**src/rtl/i2c_slave_if.sv**
```systemverilog
// Bus and local-side signals of the I2C responder.
//   sclk, sda_in  : serial clock and resolved data line from the bus
//   sda_out       : open-drain data drive (1 = release, 0 = pull low)
//   rx_data/rx_valid : received byte and its one-clk strobe
//   tx_data/tx_load  : byte to transmit and the one-clk latch strobe
//   rw_out, busy, state : transfer direction, activity flag, debug FSM state
interface i2c_slave_if;
  logic       sclk;
  logic       sda_in;
  logic       sda_out;
  logic [7:0] rx_data;
  logic       rx_valid;
  logic [7:0] tx_data;
  logic       tx_load;
  logic       rw_out;
  logic       busy;
  logic [2:0] state;

  modport slave (
    input  sclk, sda_in, tx_data,
    output sda_out, rx_data, rx_valid, tx_load, rw_out, busy, state
  );

  modport master (
    output sclk, sda_in, tx_data,
    input  sda_out, rx_data, rx_valid, tx_load, rw_out, busy, state
  );
endinterface

```
**src/rtl/i2c_slave.sv**
```systemverilog
// I2C responder. Oversamples sclk/sda with clk, detects START/STOP, matches a
// 7-bit address, ACKs, then receives (master write) or transmits (master read)
// bytes MSB first.
//   clk  : system clock, >= 8x sclk
//   rst  : asynchronous active-low reset
//   bus  : i2c_slave_if.slave (serial pins plus byte-level local interface)
module i2c_slave #(
  parameter logic [6:0] SLAVE_ADDR = 7'h2D
) (
  input  logic        clk,
  input  logic        rst,
  i2c_slave_if.slave  bus
);

  typedef enum logic [2:0] {
    IDLE     = 3'd0,
    ADDR     = 3'd1,
    ADDR_ACK = 3'd2,
    RX       = 3'd3,
    RX_ACK   = 3'd4,
    TX       = 3'd5,
    TX_ACK   = 3'd6,
    IGNORE   = 3'd7
  } state_t;

  // Two-flop synchronizers plus one history flop for edge detection.
  logic [1:0] scl_sync, sda_sync;
  logic       scl_q, sda_q;

  always_ff @(posedge clk or negedge rst) begin
    if (!rst) begin
      scl_sync <= 2'b11;
      sda_sync <= 2'b11;
      scl_q    <= 1'b1;
      sda_q    <= 1'b1;
    end else begin
      scl_sync <= {scl_sync[0], bus.sclk};
      sda_sync <= {sda_sync[0], bus.sda_in};
      scl_q    <= scl_sync[1];
      sda_q    <= sda_sync[1];
    end
  end

  logic scl, sda, scl_rise, scl_fall, start_c, stop_c;
  assign scl      = scl_sync[1];
  assign sda      = sda_sync[1];
  assign scl_rise = scl & ~scl_q;
  assign scl_fall = ~scl & scl_q;
  // sclk must be high on both sides of the sda transition to count as a bus event.
  assign start_c  = scl & scl_q & sda_q & ~sda;
  assign stop_c   = scl & scl_q & ~sda_q & sda;

  state_t     state_q, state_n;
  logic [2:0] cnt_q, cnt_n;
  logic [7:0] sh_q, sh_n;
  logic       sda_out_q, sda_out_n;
  logic [7:0] rx_data_q, rx_data_n;
  logic       rx_valid_q, rx_valid_n;
  logic       tx_load_q, tx_load_n;
  logic       rw_q, rw_n;
  logic       busy_q, busy_n;
  // ACK phase: 0 = waiting for the falling edge that starts the ACK bit,
  // 1 = ACK bit in progress (in TX_ACK: master has ACKed).
  logic       ph_q, ph_n;
  logic [7:0] shifted;

  assign shifted = {sh_q[6:0], sda};

  always_ff @(posedge clk or negedge rst) begin
    if (!rst) begin
      state_q    <= IDLE;
      cnt_q      <= '0;
      sh_q       <= '0;
      sda_out_q  <= 1'b1;
      rx_data_q  <= '0;
      rx_valid_q <= 1'b0;
      tx_load_q  <= 1'b0;
      rw_q       <= 1'b0;
      busy_q     <= 1'b0;
      ph_q       <= 1'b0;
    end else begin
      state_q    <= state_n;
      cnt_q      <= cnt_n;
      sh_q       <= sh_n;
      sda_out_q  <= sda_out_n;
      rx_data_q  <= rx_data_n;
      rx_valid_q <= rx_valid_n;
      tx_load_q  <= tx_load_n;
      rw_q       <= rw_n;
      busy_q     <= busy_n;
      ph_q       <= ph_n;
    end
  end

  always_comb begin
    state_n    = state_q;
    cnt_n      = cnt_q;
    sh_n       = sh_q;
    sda_out_n  = sda_out_q;
    rx_data_n  = rx_data_q;
    rx_valid_n = 1'b0;
    tx_load_n  = 1'b0;
    rw_n       = rw_q;
    busy_n     = busy_q;
    ph_n       = ph_q;

    if (stop_c) begin
      state_n   = IDLE;
      sda_out_n = 1'b1;
      busy_n    = 1'b0;
    end else if (start_c) begin
      state_n   = ADDR;
      sda_out_n = 1'b1;
      busy_n    = 1'b0;
      cnt_n     = '0;
    end else begin
      case (state_q)
        IDLE: sda_out_n = 1'b1;

        ADDR: if (scl_rise) begin
          sh_n  = shifted;
          cnt_n = cnt_q + 3'd1;
          if (cnt_q == 3'd7) begin
            if (shifted[7:1] == SLAVE_ADDR) begin
              rw_n    = shifted[0];
              busy_n  = 1'b1;
              ph_n    = 1'b0;
              state_n = ADDR_ACK;
            end else begin
              state_n = IGNORE;
            end
          end
        end

        ADDR_ACK: if (scl_fall) begin
          if (!ph_q) begin
            sda_out_n = 1'b0;
            ph_n      = 1'b1;
          end else if (!rw_q) begin
            sda_out_n = 1'b1;
            cnt_n     = '0;
            state_n   = RX;
          end else begin
            // First byte of a read: bit7 goes out on the ACK's trailing edge.
            sh_n      = bus.tx_data;
            sda_out_n = bus.tx_data[7];
            tx_load_n = 1'b1;
            cnt_n     = '0;
            state_n   = TX;
          end
        end

        RX: if (scl_rise) begin
          sh_n  = shifted;
          cnt_n = cnt_q + 3'd1;
          if (cnt_q == 3'd7) begin
            rx_data_n  = shifted;
            rx_valid_n = 1'b1;
            ph_n       = 1'b0;
            state_n    = RX_ACK;
          end
        end

        RX_ACK: if (scl_fall) begin
          if (!ph_q) begin
            sda_out_n = 1'b0;
            ph_n      = 1'b1;
          end else begin
            sda_out_n = 1'b1;
            cnt_n     = '0;
            state_n   = RX;
          end
        end

        // cnt counts bits already on the line beyond bit7; the 8th falling
        // edge ends bit0 and hands the line to the master for its ACK.
        TX: if (scl_fall) begin
          if (cnt_q == 3'd7) begin
            sda_out_n = 1'b1;
            ph_n      = 1'b0;
            state_n   = TX_ACK;
          end else begin
            sda_out_n = sh_q[6];
            sh_n      = {sh_q[6:0], 1'b0};
            cnt_n     = cnt_q + 3'd1;
          end
        end

        TX_ACK: begin
          if (scl_rise) begin
            if (!sda) begin
              ph_n = 1'b1;
            end else begin
              busy_n  = 1'b0;
              state_n = IGNORE;
            end
          end else if (scl_fall && ph_q) begin
            sh_n      = bus.tx_data;
            sda_out_n = bus.tx_data[7];
            tx_load_n = 1'b1;
            cnt_n     = '0;
            state_n   = TX;
          end
        end

        IGNORE: sda_out_n = 1'b1;

        default: state_n = IDLE;
      endcase
    end
  end

  assign bus.sda_out  = sda_out_q;
  assign bus.rx_data  = rx_data_q;
  assign bus.rx_valid = rx_valid_q;
  assign bus.tx_load  = tx_load_q;
  assign bus.rw_out   = rw_q;
  assign bus.busy     = busy_q;
  assign bus.state    = state_q;

endmodule

```
**src/flat_wrapper.sv**
```systemverilog
// flat-port wrapper written by rule: the top's interface ports become plain ports
module i2c_slave_flat 
#(
  parameter logic [6:0] SLAVE_ADDR = 7'h2D
)
  (clk, rst, bus_sclk, bus_sda_in, bus_tx_data, bus_sda_out, bus_rx_data, bus_rx_valid, bus_tx_load, bus_rw_out, bus_busy, bus_state);
  i2c_slave_if bus_i ();
  input  logic clk;
  input  logic rst;
  input wire logic [$bits(bus_i.sclk)-1:0] bus_sclk;
  input wire logic [$bits(bus_i.sda_in)-1:0] bus_sda_in;
  input wire logic [$bits(bus_i.tx_data)-1:0] bus_tx_data;
  output wire logic [$bits(bus_i.sda_out)-1:0] bus_sda_out;
  output wire logic [$bits(bus_i.rx_data)-1:0] bus_rx_data;
  output wire logic [$bits(bus_i.rx_valid)-1:0] bus_rx_valid;
  output wire logic [$bits(bus_i.tx_load)-1:0] bus_tx_load;
  output wire logic [$bits(bus_i.rw_out)-1:0] bus_rw_out;
  output wire logic [$bits(bus_i.busy)-1:0] bus_busy;
  output wire logic [$bits(bus_i.state)-1:0] bus_state;
  assign bus_i.sclk = bus_sclk;
  assign bus_i.sda_in = bus_sda_in;
  assign bus_i.tx_data = bus_tx_data;
  assign bus_sda_out = bus_i.sda_out;
  assign bus_rx_data = bus_i.rx_data;
  assign bus_rx_valid = bus_i.rx_valid;
  assign bus_tx_load = bus_i.tx_load;
  assign bus_rw_out = bus_i.rw_out;
  assign bus_busy = bus_i.busy;
  assign bus_state = bus_i.state;
  i2c_slave #(.SLAVE_ADDR(SLAVE_ADDR)) u_core (.clk(clk), .rst(rst), .bus(bus_i));
endmodule
```
**config.mk**
```make
export PLATFORM = sky130hd
export DESIGN_NAME = i2c_slave_flat
export DESIGN_NICKNAME = d
export VERILOG_FILES = /design/src/rtl/i2c_slave_if.sv /design/src/rtl/i2c_slave.sv /design/src/flat_wrapper.sv
export SDC_FILE = /design/constraint.sdc
export NUM_CORES = 1
export LEC_CHECK = 0
export CORE_ASPECT_RATIO = 1.5
export CORE_MARGIN = 10
export CORE_UTILIZATION = 53
export CTS_CLUSTER_DIAMETER = 100
export CTS_CLUSTER_SIZE = 30
export DETAILED_ROUTE_END_ITERATION = 10
export MAX_ROUTING_LAYER = met4
export PLACE_DENSITY_LB_ADDON = 0.25
export SYNTH_ARGS = -nofsm -noshare
export SYNTH_HDL_FRONTEND = slang
export SYNTH_SLANG_ARGS = --single-unit
```
**constraint.sdc**
```tcl
create_clock -name clk -period 2.7 [get_ports clk]
set_clock_uncertainty 0.15 [all_clocks]
set_input_delay 0.27 -clock clk [delete_from_list [all_inputs] [get_ports clk]]
set_output_delay 0.27 -clock clk [all_outputs]
set_load 0.005 [all_outputs]
```
==> flow_summary_export.csv <==
group,metric,value,unit
synthesis,synth.most_common_cell,"dfrtp_1",
timing,tightest_slew,0.5890,ns
detailed_routing,detail_route.wl_per_cell,17.59,um
synthesis,postSynthCellCount,170,
synthesis,synth_common_cells,"dfrtp_1 (26), a21oi_1 (15), nor2_1 (14)",
setup_path,critPathLaunchType,"flip-flop",
global_routing,antenna_found_initial,0,
timing,setup_ws,0.3697,ns
hold_path,min_path_type,"reg2reg",
placed_design,gp_congestion,0.9275,
clock_tree,clk_latency,0.29,ns
detailed_routing,drtIter0Drc,110,
placed_design,dp_hpwl,3.180,mm
power_and_ir_drop,vdd_drop_max,0.0006228,V
synthesis,synth_fa_ha_area_share,1.357,%
placed_design,pre_cts_ws,0.3939,ns
setup_path,crit_required,2.72,ns
global_routing,grt.total_usage,15.18,%
setup_path,cp_top_family,"simple AND/OR/NAND/NOR gates",
floorplan,row_count,26,
floorplan,ios,28,
power_and_ir_drop,cellPowerDensity,990.5,nW/um2
clock_tree,clock_sinks,33,
finish,drive_gt1_share,22.50,%
finish,layout.nets,213,
run,max_cap_violations,0,
synthesis,syn_avg_cell_area,10.85,um2
finish,regArea,834.6,um2
setup_path,critPathMaxStageDelay,0.37,ns
clock_tree,holdBufCountCts,0,
synthesis,ys_seq_elements,33,
synthesis,synth_top_family_by_area,"compound AO/OA/AOI/OAI gates",
timing,finalCriticalPeriod,2.330,ns
detailed_routing,drt_wl_total,4.257,mm
clock_tree,path_clk_slew,0.07,ns
clock_tree,cts_tree,"done",
detailed_routing,dr_total_vias,1391,
synthesis,async_flop_share,100.0,%
placed_design,dp.cells,234,
synthesis,syn_area,1844,um2
timing,slew_viol_final,0,
timing,fin_tns_setup,0,ns
global_routing,grt_max_degree,34,
synthesis,synth_top_area_share,35.28,%
floorplan,start_util,54.51,%
setup_path,worst-path-buf-inv,0,
synthesis,synth-edff-count,0,
finish,area_growth_syn_to_layout,20.83,%
global_routing,grt_overflow_total,0,
clock_tree,cts_buffers,5,
timing,final_hold_viol_count,0,
floorplan,die_w,68.17,um
floorplan,dieArea,6288,um2
timing,finalSetupViolCount,0,
detailed_routing,drtAntennaViolNets,0,
finish,multi_input_area,935.9,um2
timing,rsz0062_at_grt,"false",
clock_tree,clock-root-buffer,"clkbuf_8",
clock_tree,cts_max_level,2,
synthesis,ys_warn_count,0,
synthesis,syn_nets,184,
timing,relSlewSlack,60.73,%
setup_path,critPathCaptureType,"flip-flop",
global_routing,first_global_vias,1495,
timing,period_share,86.31,%
synthesis,synth_xor_area_share,0.4749,%
synthesis,ys_top_cells_by_area,"dfrtp_1 (35%), dfstp_2 (10%), mux2_2 (5.5%)",
outcome,status,"finished clean",
synthesis,yosys.area_share.simple,17.57,%
placed_design,port_buffers,27,
power_and_ir_drop,power.leakage,0.9447,nW
timing,hold_slack,0.2095,ns
timing,fmax,429.1,MHz
synthesis,synth-seq-area-share,45.25,%
floorplan,die_h,92.25,um
detailed_routing,first_pass_iters,4,
finish,diodes,0,
setup_path,path_cells,"ha_1 > ha_1 > and3b_1 > o22ai_1 > and2_1 > nor4_1 > mux2_1",
floorplan,core,3383,um2
finish,fin_cells,242,
finish,fillers,268,
detailed_routing,viasPerCell,5.748,
setup_path,crit_path_max_fanout,5,
clock_tree,clock_path_buffers,2,
synthesis,yosysUniqueCellTypes,49,
synthesis,synth-main-ff-cell,"dfrtp_1",
synthesis,synth_mux_area_share,12.35,%
setup_path,crit_arrival,2.35,ns
setup_path,slowest_stage,"dfrtp_1",
clock_tree,cts_setup_buffers,0,
setup_path,path_class,"reg2reg",
synthesis,synth_compound_gate_area_share,19.00,%
global_routing,grt_pass1_wl,7.169,mm
synthesis,synth.largest_area_cell,"dfrtp_1",
detailed_routing,drc_errors,0,
clock_tree,post_cts_resized,0,
setup_path,cp_common_cell,"ha_1",
## final cells by class
cell class	count	area share, %
repair buffers	33	14.15
multi-input cells	124	42.00
flip-flops and latches	33	37.45
clock buffers	6	3.257
well taps	42	2.358
clock inverters	2	0.4492
inverters	2	0.3369
## through the flow
stage                     instance area, um2  total power, W  util, %
final                                   2228        0.002207    65.87
after global routing                    2228        0.002363    65.87
after CTS                               2228        0.002213    65.87
after detailed placement                2146        0.001849    63.42
after global placement                  2146        0.001820    63.42
after floorplan                         1844        0.001579        -
## worst register-to-register path, stage by stage, from the launching register on
cell,delay (ns)
dfrtp_1,0.37
ha_1,0.17
ha_1,0.28
and3b_1,0.27
o22ai_1,0.12
and2_1,0.20
nor4_1,0.30
mux2_1,0.36
## path summary, 6_finish.rpt
path / startpoint / to / slack [ns] / cells after the start
min in group asynchronous: rst / u_core.bus.tx_load / 0.23 / 2
setup reg to reg: u_core.cnt_q[0] / u_core.ph_q / 0.37 / 7
setup / recovery: u_core.cnt_q[0] / u_core.ph_q / 0.37 / 7
hold / removal: u_core.sda_sync[0] / u_core.sda_sync[1] / 0.21 / 0
hold reg to reg: u_core.sda_sync[0] / u_core.sda_sync[1] / 0.21 / 0
max in group asynchronous: rst / u_core.bus.sda_out / 1.82 / 2
## kinds of logic (layout without fill, tap and decap cells)
| family | after synthesis | after routing |
|---|---|---|
| flip-flops | 33 | 33 |
| adder cells (fa/ha/maj) | 2 | 2 |
| multiplexers | 20 | 20 |
| AO/OA/AOI/OAI | 47 | 47 |
| AND/OR/NAND/NOR | 54 | 54 |
| XOR/XNOR | 1 | 1 |
| buffers and inverters | 13 | 43 |
## where the power goes
group | total (W) | internal, W | leakage (nW) | switching, W
Sequential | 0.000794 | 0.000618 | 0.401 | 0.000176
Clock | 0.000354 | 0.000178 | 0.0450 | 0.000176
Combinational | 0.00106 | 0.000545 | 0.499 | 0.000514
## sequential cells by signal, summed over array words and instances, names as in the netlist
| signal | cells |
|---|---|
| u_core.cnt_q | 3 |
| u_core.sda_q | 1 |
| u_core.bus.rw_out | 1 |
| u_core.bus.sda_out | 1 |
| u_core.bus.busy | 1 |
| u_core.bus.rx_data | 8 |
| u_core.scl_sync | 2 |
| u_core.bus.tx_load | 1 |
| u_core.bus.state | 3 |
| u_core.sda_sync | 2 |
| u_core.scl_q | 1 |
| u_core.sh_q | 7 |
| u_core.bus.rx_valid | 1 |
| u_core.ph_q | 1 |
## per-layer routing
layer	vias up	global-route usage [%]	wire (um)
met4	0	8.081	123
met2	51	24.53	2200
li1	675	-	-
met1	653	15.51	1669
met5	-	-	0
met3	12	5.116	263
## cell usage in the layout, fill, tap and decap left out, types with 3 or more instances in the layout
cell	synthesis	final
mux2i_1	7	7
o21ai_0	7	7
and3_1	3	3
nor2_2	4	4
nand2b_1	5	5
a21oi_1	15	15
o31ai_1	3	3
a21oi_2	3	3
nand3b_1	3	3
buf_4	2	6
clkdlybuf4s50_1	0	27
nand2_1	3	3
clkbuf_8	0	5
dfstp_2	7	7
nor2_1	14	14
nor2b_1	5	5
mux2_4	3	3
nor3b_1	4	4
mux2_2	9	9
dfrtp_1	26	26
a31oi_1	3	3
(Power assumes the default switching activity.)
